## config.mk

```make
export PLATFORM = sky130hd
export DESIGN_NAME = lif_neuron_array_core
export DESIGN_NICKNAME = d
export VERILOG_FILES = /design/src/rtl/lif_neuron_array_core.sv
export SDC_FILE = /design/constraint.sdc
export NUM_CORES = 1
export LEC_CHECK = 0
export BUFFER_PORTS_ARGS = -buffer_cell sky130_fd_sc_hd__buf_2
export CORE_MARGIN = 5
export CORE_UTILIZATION = 56
export CTS_CLUSTER_SIZE = 10
export DETAILED_ROUTE_END_ITERATION = 12
export HOLD_SLACK_MARGIN = 0.05
export PLACE_DENSITY = 0.88
export SLEW_MARGIN = 40
export SYNTH_ARGS = -nofsm -noshare
export SYNTH_HDL_FRONTEND = slang
export SYNTH_SLANG_ARGS = --single-unit
export TNS_END_PERCENT = 10
```

## constraint.sdc

```tcl
create_clock -name clk -period 6.8 [get_ports clk]
set_clock_uncertainty 0.15 [all_clocks]
set_input_delay 0.34 -clock clk [delete_from_list [all_inputs] [get_ports clk]]
set_output_delay 0.34 -clock clk [all_outputs]
set_load 0.05 [all_outputs]
```

## src/rtl/lif_neuron_array_core.sv

```systemverilog
// Leaky integrate-and-fire neuron with a serially loaded parameter set.
// Define LIF_SPIKE_STATS_EN to build the saturating spike counter.
module lif_neuron_array_core #(
  parameter int NUM_CH = 4,
  parameter int IN_W   = 3,
  parameter int W_W    = 3,
  parameter int V_W    = 8,
  parameter int REF_W  = 4
) (
  input  logic                   clk,
  input  logic                   reset,
  input  logic                   enable,
  input  logic [NUM_CH*IN_W-1:0] chan_in,
  input  logic                   load_mode,
  input  logic                   serial_data,
  input  logic                   clear_stats,
  output logic                   spike_out,
  output logic [V_W-1:0]         v_mem_out,
  output logic                   params_ready,
  output logic [7:0]             spike_count
);

  localparam int CFG_BITS = NUM_CH*W_W + 2 + V_W + REF_W;
  localparam int CNT_W    = $clog2(CFG_BITS + 1);
  localparam int PROD_W   = IN_W + W_W;
  localparam int SUM_W    = V_W + PROD_W + 4;

  localparam logic [CNT_W-1:0] LAST_BIT = CNT_W'(CFG_BITS - 1);
  localparam logic [SUM_W-1:0] V_MAX    = SUM_W'({V_W{1'b1}});

  typedef enum logic [1:0] {
    LD_IDLE,
    LD_SHIFT,
    LD_COMMIT
  } ld_state_t;

  typedef enum logic [1:0] {
    N_WAIT,
    N_INTEG,
    N_REFRACT
  } n_state_t;

  ld_state_t           r_ld_state;
  logic [CFG_BITS-1:0] r_shift;
  logic [CFG_BITS-1:0] r_act;
  logic [CNT_W-1:0]    r_bit_cnt;
  logic                r_ready;

  n_state_t            r_n_state;
  logic [V_W-1:0]      r_v;
  logic [REF_W-1:0]    r_ref_cnt;
  logic                r_spike;

  logic [1:0]          w_leak_cfg;
  logic [V_W-1:0]      w_thr;
  logic [REF_W-1:0]    w_refrac;
  logic [V_W-1:0]      w_leak;
  logic [SUM_W-1:0]    w_sum;
  logic [SUM_W-1:0]    w_total;
  logic [V_W-1:0]      w_v_next;
  logic                w_fire;

  assign w_leak_cfg = r_act[V_W+REF_W +: 2];
  assign w_thr      = r_act[REF_W +: V_W];
  assign w_refrac   = r_act[0 +: REF_W];

  // Frame shifts in MSB first, so w0 ends up in the top bits.
  always_ff @(posedge clk or posedge reset) begin
    if (reset) begin
      r_ld_state <= LD_IDLE;
      r_shift    <= '0;
      r_act      <= '0;
      r_bit_cnt  <= '0;
      r_ready    <= 1'b0;
    end else if (enable) begin
      unique case (r_ld_state)
        LD_IDLE: begin
          if (load_mode) begin
            r_shift    <= {r_shift[CFG_BITS-2:0], serial_data};
            r_bit_cnt  <= CNT_W'(1);
            r_ld_state <= LD_SHIFT;
          end
        end
        LD_SHIFT: begin
          if (!load_mode) begin
            r_bit_cnt  <= '0;
            r_ld_state <= LD_IDLE;
          end else begin
            r_shift   <= {r_shift[CFG_BITS-2:0], serial_data};
            r_bit_cnt <= r_bit_cnt + CNT_W'(1);
            if (r_bit_cnt == LAST_BIT) begin
              r_ld_state <= LD_COMMIT;
            end
          end
        end
        LD_COMMIT: begin
          r_act      <= r_shift;
          r_ready    <= 1'b1;
          r_bit_cnt  <= '0;
          r_ld_state <= LD_IDLE;
        end
        default: begin
          r_ld_state <= LD_IDLE;
        end
      endcase
    end
  end

  always_comb begin
    w_sum = '0;
    for (int i = 0; i < NUM_CH; i++) begin
      w_sum = w_sum
            + SUM_W'(chan_in[i*IN_W +: IN_W])
            * SUM_W'(r_act[CFG_BITS-1-i*W_W -: W_W]);
    end
  end

  always_comb begin
    w_leak = '0;
    unique case (w_leak_cfg)
      2'd0: w_leak = '0;
      2'd1: w_leak = r_v >> 3;
      2'd2: w_leak = r_v >> 2;
      2'd3: w_leak = r_v >> 1;
      default: w_leak = '0;
    endcase
  end

  // Leak never exceeds v, so the subtraction cannot wrap.
  assign w_total  = SUM_W'(r_v) - SUM_W'(w_leak) + w_sum;
  assign w_v_next = (w_total > V_MAX) ? {V_W{1'b1}} : w_total[V_W-1:0];
  assign w_fire   = (w_v_next >= w_thr);

  always_ff @(posedge clk or posedge reset) begin
    if (reset) begin
      r_n_state <= N_WAIT;
      r_v       <= '0;
      r_ref_cnt <= '0;
      r_spike   <= 1'b0;
    end else if (!enable) begin
      r_spike <= 1'b0;
    end else begin
      r_spike <= 1'b0;
      unique case (r_n_state)
        N_WAIT: begin
          r_v <= '0;
          if (r_ready) begin
            r_n_state <= N_INTEG;
          end
        end
        N_INTEG: begin
          if (w_fire) begin
            r_spike <= 1'b1;
            r_v     <= '0;
            if (w_refrac != '0) begin
              r_ref_cnt <= w_refrac;
              r_n_state <= N_REFRACT;
            end
          end else begin
            r_v <= w_v_next;
          end
        end
        N_REFRACT: begin
          r_v <= '0;
          if (r_ref_cnt <= REF_W'(1)) begin
            r_ref_cnt <= '0;
            r_n_state <= N_INTEG;
          end else begin
            r_ref_cnt <= r_ref_cnt - REF_W'(1);
          end
        end
        default: begin
          r_n_state <= N_WAIT;
        end
      endcase
    end
  end

`ifdef LIF_SPIKE_STATS_EN
  logic [7:0] r_spike_cnt;
  logic       w_int_fire;

  assign w_int_fire = (r_n_state == N_INTEG) && w_fire;

  // Clear takes priority over a coincident spike.
  always_ff @(posedge clk or posedge reset) begin
    if (reset) begin
      r_spike_cnt <= '0;
    end else if (enable) begin
      if (clear_stats) begin
        r_spike_cnt <= '0;
      end else if (w_int_fire && (r_spike_cnt != 8'hFF)) begin
        r_spike_cnt <= r_spike_cnt + 8'd1;
      end
    end
  end

  assign spike_count = r_spike_cnt;
`else
  logic w_unused_clear;
  assign w_unused_clear = clear_stats;
  assign spike_count    = 8'd0;
`endif

  assign spike_out    = r_spike;
  assign v_mem_out    = r_v;
  assign params_ready = r_ready;

endmodule

```

==> key figures, run 1 <==
Yosys
  • Library cells used by synthesis: 53
  • Largest family of logic cells by synthesized area: adder cells
  • Synthesized area: roughly 5300 um^2
  • Synthesis-stage register bit count: between 70 and 80
  • Area fraction in compound gates after synthesis: 0.109
  • Main synth FF type: dfrtp_1
  • Synthesized area per cell: around 10 um^2
  • Syn. warnings: 0
  • Post-Synth Simple-Gate Area: 0.116
  • Post-Syn Instances: ~500
  • XOR/XNOR Fraction of Synth Area: 0.0246
  • Post-Synth Adder-Cell Area: 0.218
  • Multiplexer share of the synthesized area: 0.116
  • Sequential fraction of the synthesis area: 0.351
  • FFs w/ async S/R, synth: 1.00
  • Post-synth EDFFs: 0

Floorplanning
  • Die Width: roughly 110 um
  • Initial Utilization: 0.575
  • Die Ht: around 110 um
  • Die ar.: ~12,000 um^2
  • Rows: 35
  • # IOs: 36
  • Core Footprint: a little over 9000 um^2

Setup path
  • Flop2flop setup slack: -0.19 ns
  • Worst Path Max Fanout: 7
  • R2R Path End: v_mem_out[3]
  • Critical Path Start: r_act[17]
  • Critical Path End: v_mem_out[3]
  • Crit start category: register
  • Crit path max-delay cell type: fa_1
  • Critical R2R Launch: r_act[17]
  • Critical path arrival: between 7 and 8 ns
  • Critical path class: reg -> reg
  • WP data required: between 6 and 7 ns
  • Crit path top cell by count: fa_2
  • Setup crit end kind: register
  • R2R depth: 30
  • Max incr delay on CP: 0.54 ns

Clocking
  • Clk buf depth: 2
  • Root Driver: clkbuf_8
  • CTS buffer count: 9
  • Clk Latency, worst-skew pair: 0.36 ns
  • H-tree depth: 3
  • CTS tree: built
  • Clock transition at path regs: ~0.070 ns
  • # clock sinks: 75

Timing
  • Final WS setup: -0.192 ns
  • Final Cycle Share: 1.03
  • Endpoints failing hold: 0
  • Slew Viols, Final: 0
  • Max-slew headroom: 0.559
  • # setup viols final: 14
  • Min Hold Slack: slightly below 0.08 ns
  • Worst slew pin tran: 0.662 ns
  • Fmax: 0.143 GHz
  • Unrepaired setup endpoints after global routing: true
  • Fin crit period: ~7.0 ns

Power
  • Clk pwr share: 0.144
  • Flop pwr share: 0.280
  • Sw frac: 0.419
  • Psw: 0.994 mW
  • Worst vdd ir: about 0.31 mV
  • Comb pwr share: 0.576
  • Internal power: 1.38 mW
  • Lkg Pwr: around 3.2 nW
  • Pwr/cell area: 375 nW/um^2

Global route
  • Initial antenna violation count: 0
  • Vias in the first global route: between 4,000 and 5,000
  • Maximum number of pins on one net before global-route repair: 76
  • Overall Global Routing Usage: 0.211
  • First-pass GRT wire length: approximately 19 mm
  • Grt total ovfl: 0

Routing
  • Routed wire length per instance: 16.0 um
  • Pre-antenna DRT Iters: 4
  • Vias post-DR: a little under 4,000
  • Iteration-0 DRC Markers: approximately 210
  • Routed Antenna Nets: 0
  • Total detailed-routing wirelength: around 11 mm
  • DR vias/cell: around 5.5
  • DR DRC count: 0

Layout
  • Area Overhead vs Synth: 18.3%
  • Ant diodes: 0
  • Ratio of cells with drive above 1 in the final layout: 0.327
  • Nets@finish: around 670
  • Filler cells: 653

Hold path
  • HP Start: serial_data
  • Hold path cells: 2
  • Worst Hold Class: in -> reg

Run status
  • Failing checks: negative setup slack
  • Status: finished with violations

Placement
  • Post-DP HPWL: just over 8 mm
  • I/O Buffers: 26
  • Post-Place Worst Slack: -0.377 ns
  • Final Wtd Congestion: a little over 0.8

Run
  • Max Cap Viol: 0
[power by group through the flow]
stage | logic (mW) | registers, mW | clock network, mW
floorplan | 0.728 | 0.689 | 0
global placement | 1.02 | 0.656 | 0
detailed placement | 1.08 | 0.665 | 0
CTS | 1.26 | 0.660 | 0.342
global route | 1.48 | 0.677 | 0.365
finish | 1.36 | 0.663 | 0.342
[layer usage]
metal | up-vias | track usage | share of wire
met5 | - | 0 | 0
met4 | 0 | 0.0875 | 0.035
met3 | 34 | 0.0408 | 0.037
met1 | 1938 | 0.260 | 0.41
met2 | 97 | 0.362 | 0.52
li1 | 1850 | - | -
[worst max-delay path, delay by kind of cell, from the launching register on]
family	cells	cell delay (ns)
fa+ha+maj	8	3.15
compound gates	9	1.45
simple gates	7	1.30
buf+inv	6	0.46
flops	1	0.39
[synth_stat cells (all sizes together) (2+ instances only)]
cell type,count,share of area
o22a,2,0.0035
o21ai,23,0.022
nor2,17,0.012
o221ai,4,0.0066
xor2,5,0.0082
o21bai,2,0.0028
a211oi,3,0.0042
nand2,41,0.029
nand3,8,0.0075
xnor2,10,0.016
nor3,4,0.0037
o22ai,4,0.0047
or3,2,0.0023
inv,67,0.047
o211ai,5,0.0089
and2,28,0.033
nand2b,7,0.0082
nor2b,6,0.0070
fa,27,0.10
a21oi,24,0.026
dfrtp,75,0.35
clkbuf,6,0.0042
ha,50,0.12
o21a,3,0.0042
mux2,54,0.11
a21o,6,0.0098
buf,10,0.013
[stage by stage]
stage | power [mW] | util | TNS [ns] | area, um^2 | std cells
after floorplan | 1.42 | - | 0 | 5390 | 518
after global placement | 1.68 | 0.627 | -1.82 | 5820 | 688
after detailed placement | 1.75 | 0.628 | -4.08 | 5830 | 688
after CTS | 2.27 | 0.676 | -0.480 | 6270 | 713
after global routing | 2.53 | 0.681 | -5.02 | 6320 | 713
final | 2.37 | 0.681 | -1.82 | 6320 | 713
[flip-flops by register name, indices dropped and copies added, names as in the netlist]
register,flops
r_act,26
r_shift,26
v_mem_out,8
r_bit_cnt,5
r_ref_cnt,4
r_ld_state,2
r_n_state,2
params_ready,1
spike_out,1
[logic make-up (layout without fill, tap and decap cells)]
| kind of cell | count (synthesis) | after routing |
|---|---|---|
| other | 1 | 8 |
| buffers and inverters | 83 | 149 |
| AND/OR/NAND/NOR | 121 | 121 |
| multiplexers | 55 | 55 |
| flip-flops | 75 | 75 |
| adder cells (fa/ha/maj) | 77 | 77 |
| XOR/XNOR | 15 | 15 |
| AO/OA/AOI/OAI | 84 | 84 |
[cells in the final DEF, fill, tap and decap left out, types with 3 or more instances in the layout]
master,Yosys,final
nor3_1,4,3
dfrtp_1,75,75
xnor2_1,10,10
nor2_1,17,17
nand2b_1,7,7
clkinv_2,0,3
xor2_1,5,5
clkbuf_8,0,10
ha_4,0,6
nor2b_1,6,6
nand3_1,8,7
a21o_1,5,5
and2_4,0,4
and2_1,28,24
o21ai_0,20,15
buf_4,8,33
inv_1,67,60
nand2_1,40,31
buf_6,0,5
a21oi_1,21,19
fa_1,27,22
buf_2,2,26
ha_1,50,41
inv_2,0,7
ha_2,0,3
mux2_2,54,54
a21oi_2,2,4
fa_2,0,5
o211ai_1,3,3
o221ai_1,4,4
o21ai_1,3,7
nand2_2,1,7
o21a_1,3,3
conb_1,1,8
[layout make-up]
class,instances,area (um^2),area share
well taps,129,161,0.0255
repair buffers,66,464,0.0734
clock buffers,11,141,0.0224
multi-input cells,360,3370,0.534
flip-flops and latches,75,1880,0.297
inverters,67,251,0.0398
clock inverters,5,52.6,0.00831
[how the worst min path moves through the flow]
stage | end | slack (ns)
CTS | r_shift[0] | 0.07
global route | r_shift[0] | 0.07
floorplan | r_bit_cnt[4] | 0.29
detailed placement | r_bit_cnt[4] | 0.33
finish | r_shift[0] | 0.08
global placement | r_bit_cnt[4] | 0.31
[what timing repair did]
action | CTS | global route
setup endpoints to repair | 14 | 15
resized for setup | 39 | 15
setup buffers | 8 | 0
hold buffers | 1 | 0
pin swaps | 27 | 15
hold endpoints to repair | 75 | 0
Note: power is estimated with default switching activity, not from simulation.
==> run 2: changes to the inputs <==
- ABC_AREA: unset -> 1
- PLACE_DENSITY: 0.88 -> 0.87
==> run 2 against run 1 <==
The run now ends clean. First-iteration DRC count up 95%. Non-clock buffer count is 23 lower. Final cell count grew 21%. Critical path type unchanged. Count of clock-buffer cells in the layout unchanged. Global-route usage is 0.85 points lower. Sequential share of layout area fell by 0.33 points. Critical endpoint is now v_mem_out[4]. Highest routed layer unchanged.
==> key figures, run 2 <==
Yosys
  • Ranking of synthesized cells by area: dfrtp_1 34%, ha_1 11%, nand2_1 11%, inv_1 11%, fa_1 9.7%
  • Leading area contributor after synthesis: dfrtp_1
  • Library cells used by synthesis: 41 (-23%)
  • Main synth FF type: dfrtp_1
  • Synthesized area: 5590 um^2 (+4.6%)
  • Synthesis-stage register bit count: 75 (unchanged)
  • Most frequent cell after synthesis: nand2_1
  • FFs w/ async S/R, synth: 1.00 (unchanged)
  • Synth top area share: 0.336 (-0.0153)
  • Post-Syn Instances: 685 (+34%)
  • Post-synth EDFFs: 0 (unchanged)
  • Syn. warnings: 0 (unchanged)
  • Synthesized area per cell: 8.16 um^2 (-22%)
  • Synth top cells by count: 160 x nand2_1, 158 x inv_1, 75 x dfrtp_1
  • Sequential fraction of the synthesis area: 0.336 (-0.0153)

Clocking
  • CTS tree: built
  • Clk Latency, worst-skew pair: 0.35 ns (about the same)
  • H-tree depth: 3 (unchanged)
  • Clock transition at path regs: 0.08 ns (about the same)
  • Root Driver: clkbuf_8
  • # clock sinks: 75 (unchanged)
  • Clk buf depth: 2 (unchanged)
  • CTS buffer count: 9 (unchanged)

Floorplanning
  • Die ar.: 12,100 um^2 (+4.1%)
  • Rows: 36 (+2.9%)
  • Die Ht: 110 um (+2.0%)
  • Die Width: 110 um (+2.0%)
  • Core Footprint: 9770 um^2 (+5.3%)
  • # IOs: 36 (unchanged)
  • Initial Utilization: 0.572 (-0.00392)

Power
  • Flop pwr share: 0.400 (+0.120)
  • Tot Pwr: 1.49 mW (-37%)
  • Psw: 0.539 mW (-46%)
  • Sw frac: 0.363 (-0.0569)
  • Lkg Pwr: 3.50 nW (+9.9%)
  • Pwr/cell area: 232 nW/um^2 (-38%)
  • Comb pwr share: 0.323 (-0.253)
  • Worst vdd ir: 0.224 mV (-28%)
  • Internal power: 0.947 mW (-31%)
  • Clk pwr share: 0.277 (+0.133)

Global route
  • First-pass GRT wire length: 19.5 mm (+0.85%)
  • Grt met3 use: 0.0305 (-0.0103)
  • Grt total ovfl: 0 (unchanged)
  • Met2 Use GR: 0.375 (+0.0129)
  • Vias in the first global route: 4,532 (+11%)
  • Initial antenna violation count: 0 (unchanged)
  • Gr busiest metal: met2
  • M1 GR Usage: 0.232 (-0.0275)
  • Maximum number of pins on one net before global-route repair: 76 (unchanged)
  • Overall Global Routing Usage: 0.202 (-0.00855)

Setup path
  • Crit start category: register
  • Critical path arrival: 6.72 ns (-0.38 ns)
  • R2R depth: 36 (+20%)
  • Worst Path Max Fanout: 8 (+1)
  • Max incr delay on CP: 0.56 ns (+0.02 ns)
  • Crit path max-delay cell type: fa_2
  • Setup crit end kind: register
  • WP data required: 6.89 ns (-0.02 ns)
  • Critical path class: reg -> reg

Routing
  • Iteration-0 DRC Markers: 413 (+95%)
  • DR vias/cell: 5.23 (-4.8%)
  • Total detailed-routing wirelength: 12.3 mm (+8.3%)
  • DR DRC count: 0 (unchanged)
  • Routed wire length per instance: 14.3 um (-11%)
  • Routed Antenna Nets: 0 (unchanged)
  • Vias post-DR: 4,531 (+16%)
  • Pre-antenna DRT Iters: 5 (+1)

Layout
  • Ant diodes: 0 (unchanged)
  • Most common cell after layout, fill and taps aside: inv_1
  • Register Area: 1880 um^2 (about the same)
  • Area Overhead vs Synth: 14.5%
  • Nets@finish: 823 (+22%)
  • Filler cells: 706 (+8.1%)
  • Commonest cells after routing, fill and taps aside: 152 x inv_1, 149 x nand2_1, 74 x dfrtp_1
  • Area of the multi-input gates: 3220 um^2 (-4.4%)
  • Ratio of cells with drive above 1 in the final layout: 0.183 (-0.144)

Timing
  • Min Hold Slack: 0.0946 ns (+0.0171 ns)
  • Final Cycle Share: 0.976 (-0.0522)
  • Fin crit period: 6.64 ns (-0.355 ns)
  • Endpoints failing hold: 0 (unchanged)
  • Worst slew pin tran: 0.667 ns (+0.00485 ns)
  • # setup viols final: 0 (-14)
  • Max-slew headroom: 0.555 (-0.00323)
  • Slew Viols, Final: 0 (unchanged)
  • Unrepaired setup endpoints after global routing: true
  • Final WS setup: 0.163 ns (+0.355 ns)
  • Fmax: 0.151 GHz (+5.3%)

Placement
  • Final Wtd Congestion: 0.888 (+8.7%)
  • I/O Buffers: 26 (unchanged)
  • Post-Place Worst Slack: -0.208 ns (+0.169 ns)
  • Post-DP HPWL: 8.57 mm (+4.2%)

Run status
  • Status: finished, final reports clean

Hold path
  • Hold path cells: 3 (+1)
  • Worst Hold Class: in -> reg

Run
  • Max Cap Viol: 0 (unchanged)
==> run 2: worst paths after layout <==
check	startpoint	endpoint	slack, ns
max reg2reg	r_act[18]	v_mem_out[4]	0.16
max in group asynchronous	reset	r_bit_cnt[3]	5.48
min	serial_data	r_shift[0]	0.09
min reg2reg	r_shift[15]	r_shift[15]	0.34
max	r_act[18]	v_mem_out[4]	0.16
min in group asynchronous	reset	r_shift[21]	0.54
==> run 2: critical path, delay by kind of cell (launching register included) <==
| family | cells | cell delay [ns] |
|---|---|---|
| xor gates and xnor gates | 1 | 0.15 |
| and+or+nand+nor | 14 | 1.34 |
| DFF | 1 | 0.43 |
| AOI/OAI and AO/OA | 3 | 0.39 |
| adders and majority gates | 9 | 3.49 |
| buffers and inverters | 9 | 0.58 |
==> run 2: cell families (layout without fill, tap and decap cells) <==
| logic type | Yosys count | in the layout | share of synthesized area |
|---|---|---|---|
| xor+xnor | 17 | 17 | 0.0267 |
| mux | 1 | 1 | 0.00202 |
| other cells | 1 | 8 | 0.000671 |
| fa+ha+maj | 77 | 77 | 0.209 |
| simple gates | 219 | 219 | 0.181 |
| buf+inv | 182 | 223 | 0.128 |
| compound gates | 113 | 113 | 0.117 |
| flops | 75 | 75 | 0.336 |
==> run 2: power groups by stage <==
stage / Clock (mW) / Combinational (mW) / Sequential (mW)
floorplan: 0 / 0.330 / 0.596
global placement: 0 / 0.394 / 0.596
detailed placement: 0 / 0.425 / 0.599
CTS: 0.421 / 0.449 / 0.591
global route: 0.437 / 0.539 / 0.604
finish: 0.411 / 0.481 / 0.594
==> run 2: layout make-up <==
| class | instances | area share |
|---|---|---|
| clock buffer | 11 | 0.0221 |
| clock inverter | 5 | 0.0156 |
| inverter | 164 | 0.0962 |
| multi-input combinational | 435 | 0.504 |
| sequential | 75 | 0.294 |
| tap | 133 | 0.0260 |
| timing repair buffer | 43 | 0.0424 |
==> run 2: timing repair <==
item                       in CTS  in global routing
setup endpoints to repair      13                 15
setup buffers                   3                  9
hold endpoints to repair       75                  0
resized for setup               6                 42
pin swaps                       5                 28
hold buffers                    1                  0
==> run 2: per-layer routing <==
layer / share of wire / routed length, um
met3: 0.032 / 401
met5: 0 / 0
met2: 0.54 / 6680
met4: 0.033 / 403
met1: 0.39 / 4860
==> run 2: stage by stage <==
| step | cell area, um^2 | TNS, ns | util | instances |
|---|---|---|---|---|
| floorplan | 5610 | 0 | - | 692 |
| global placement | 5840 | 0 | 0.597 | 837 |
| detailed placement | 5840 | -2.36 | 0.598 | 837 |
| CTS | 6140 | 0 | 0.629 | 857 |
| global route | 6400 | -0.874 | 0.655 | 866 |
| finish | 6400 | 0 | 0.655 | 866 |
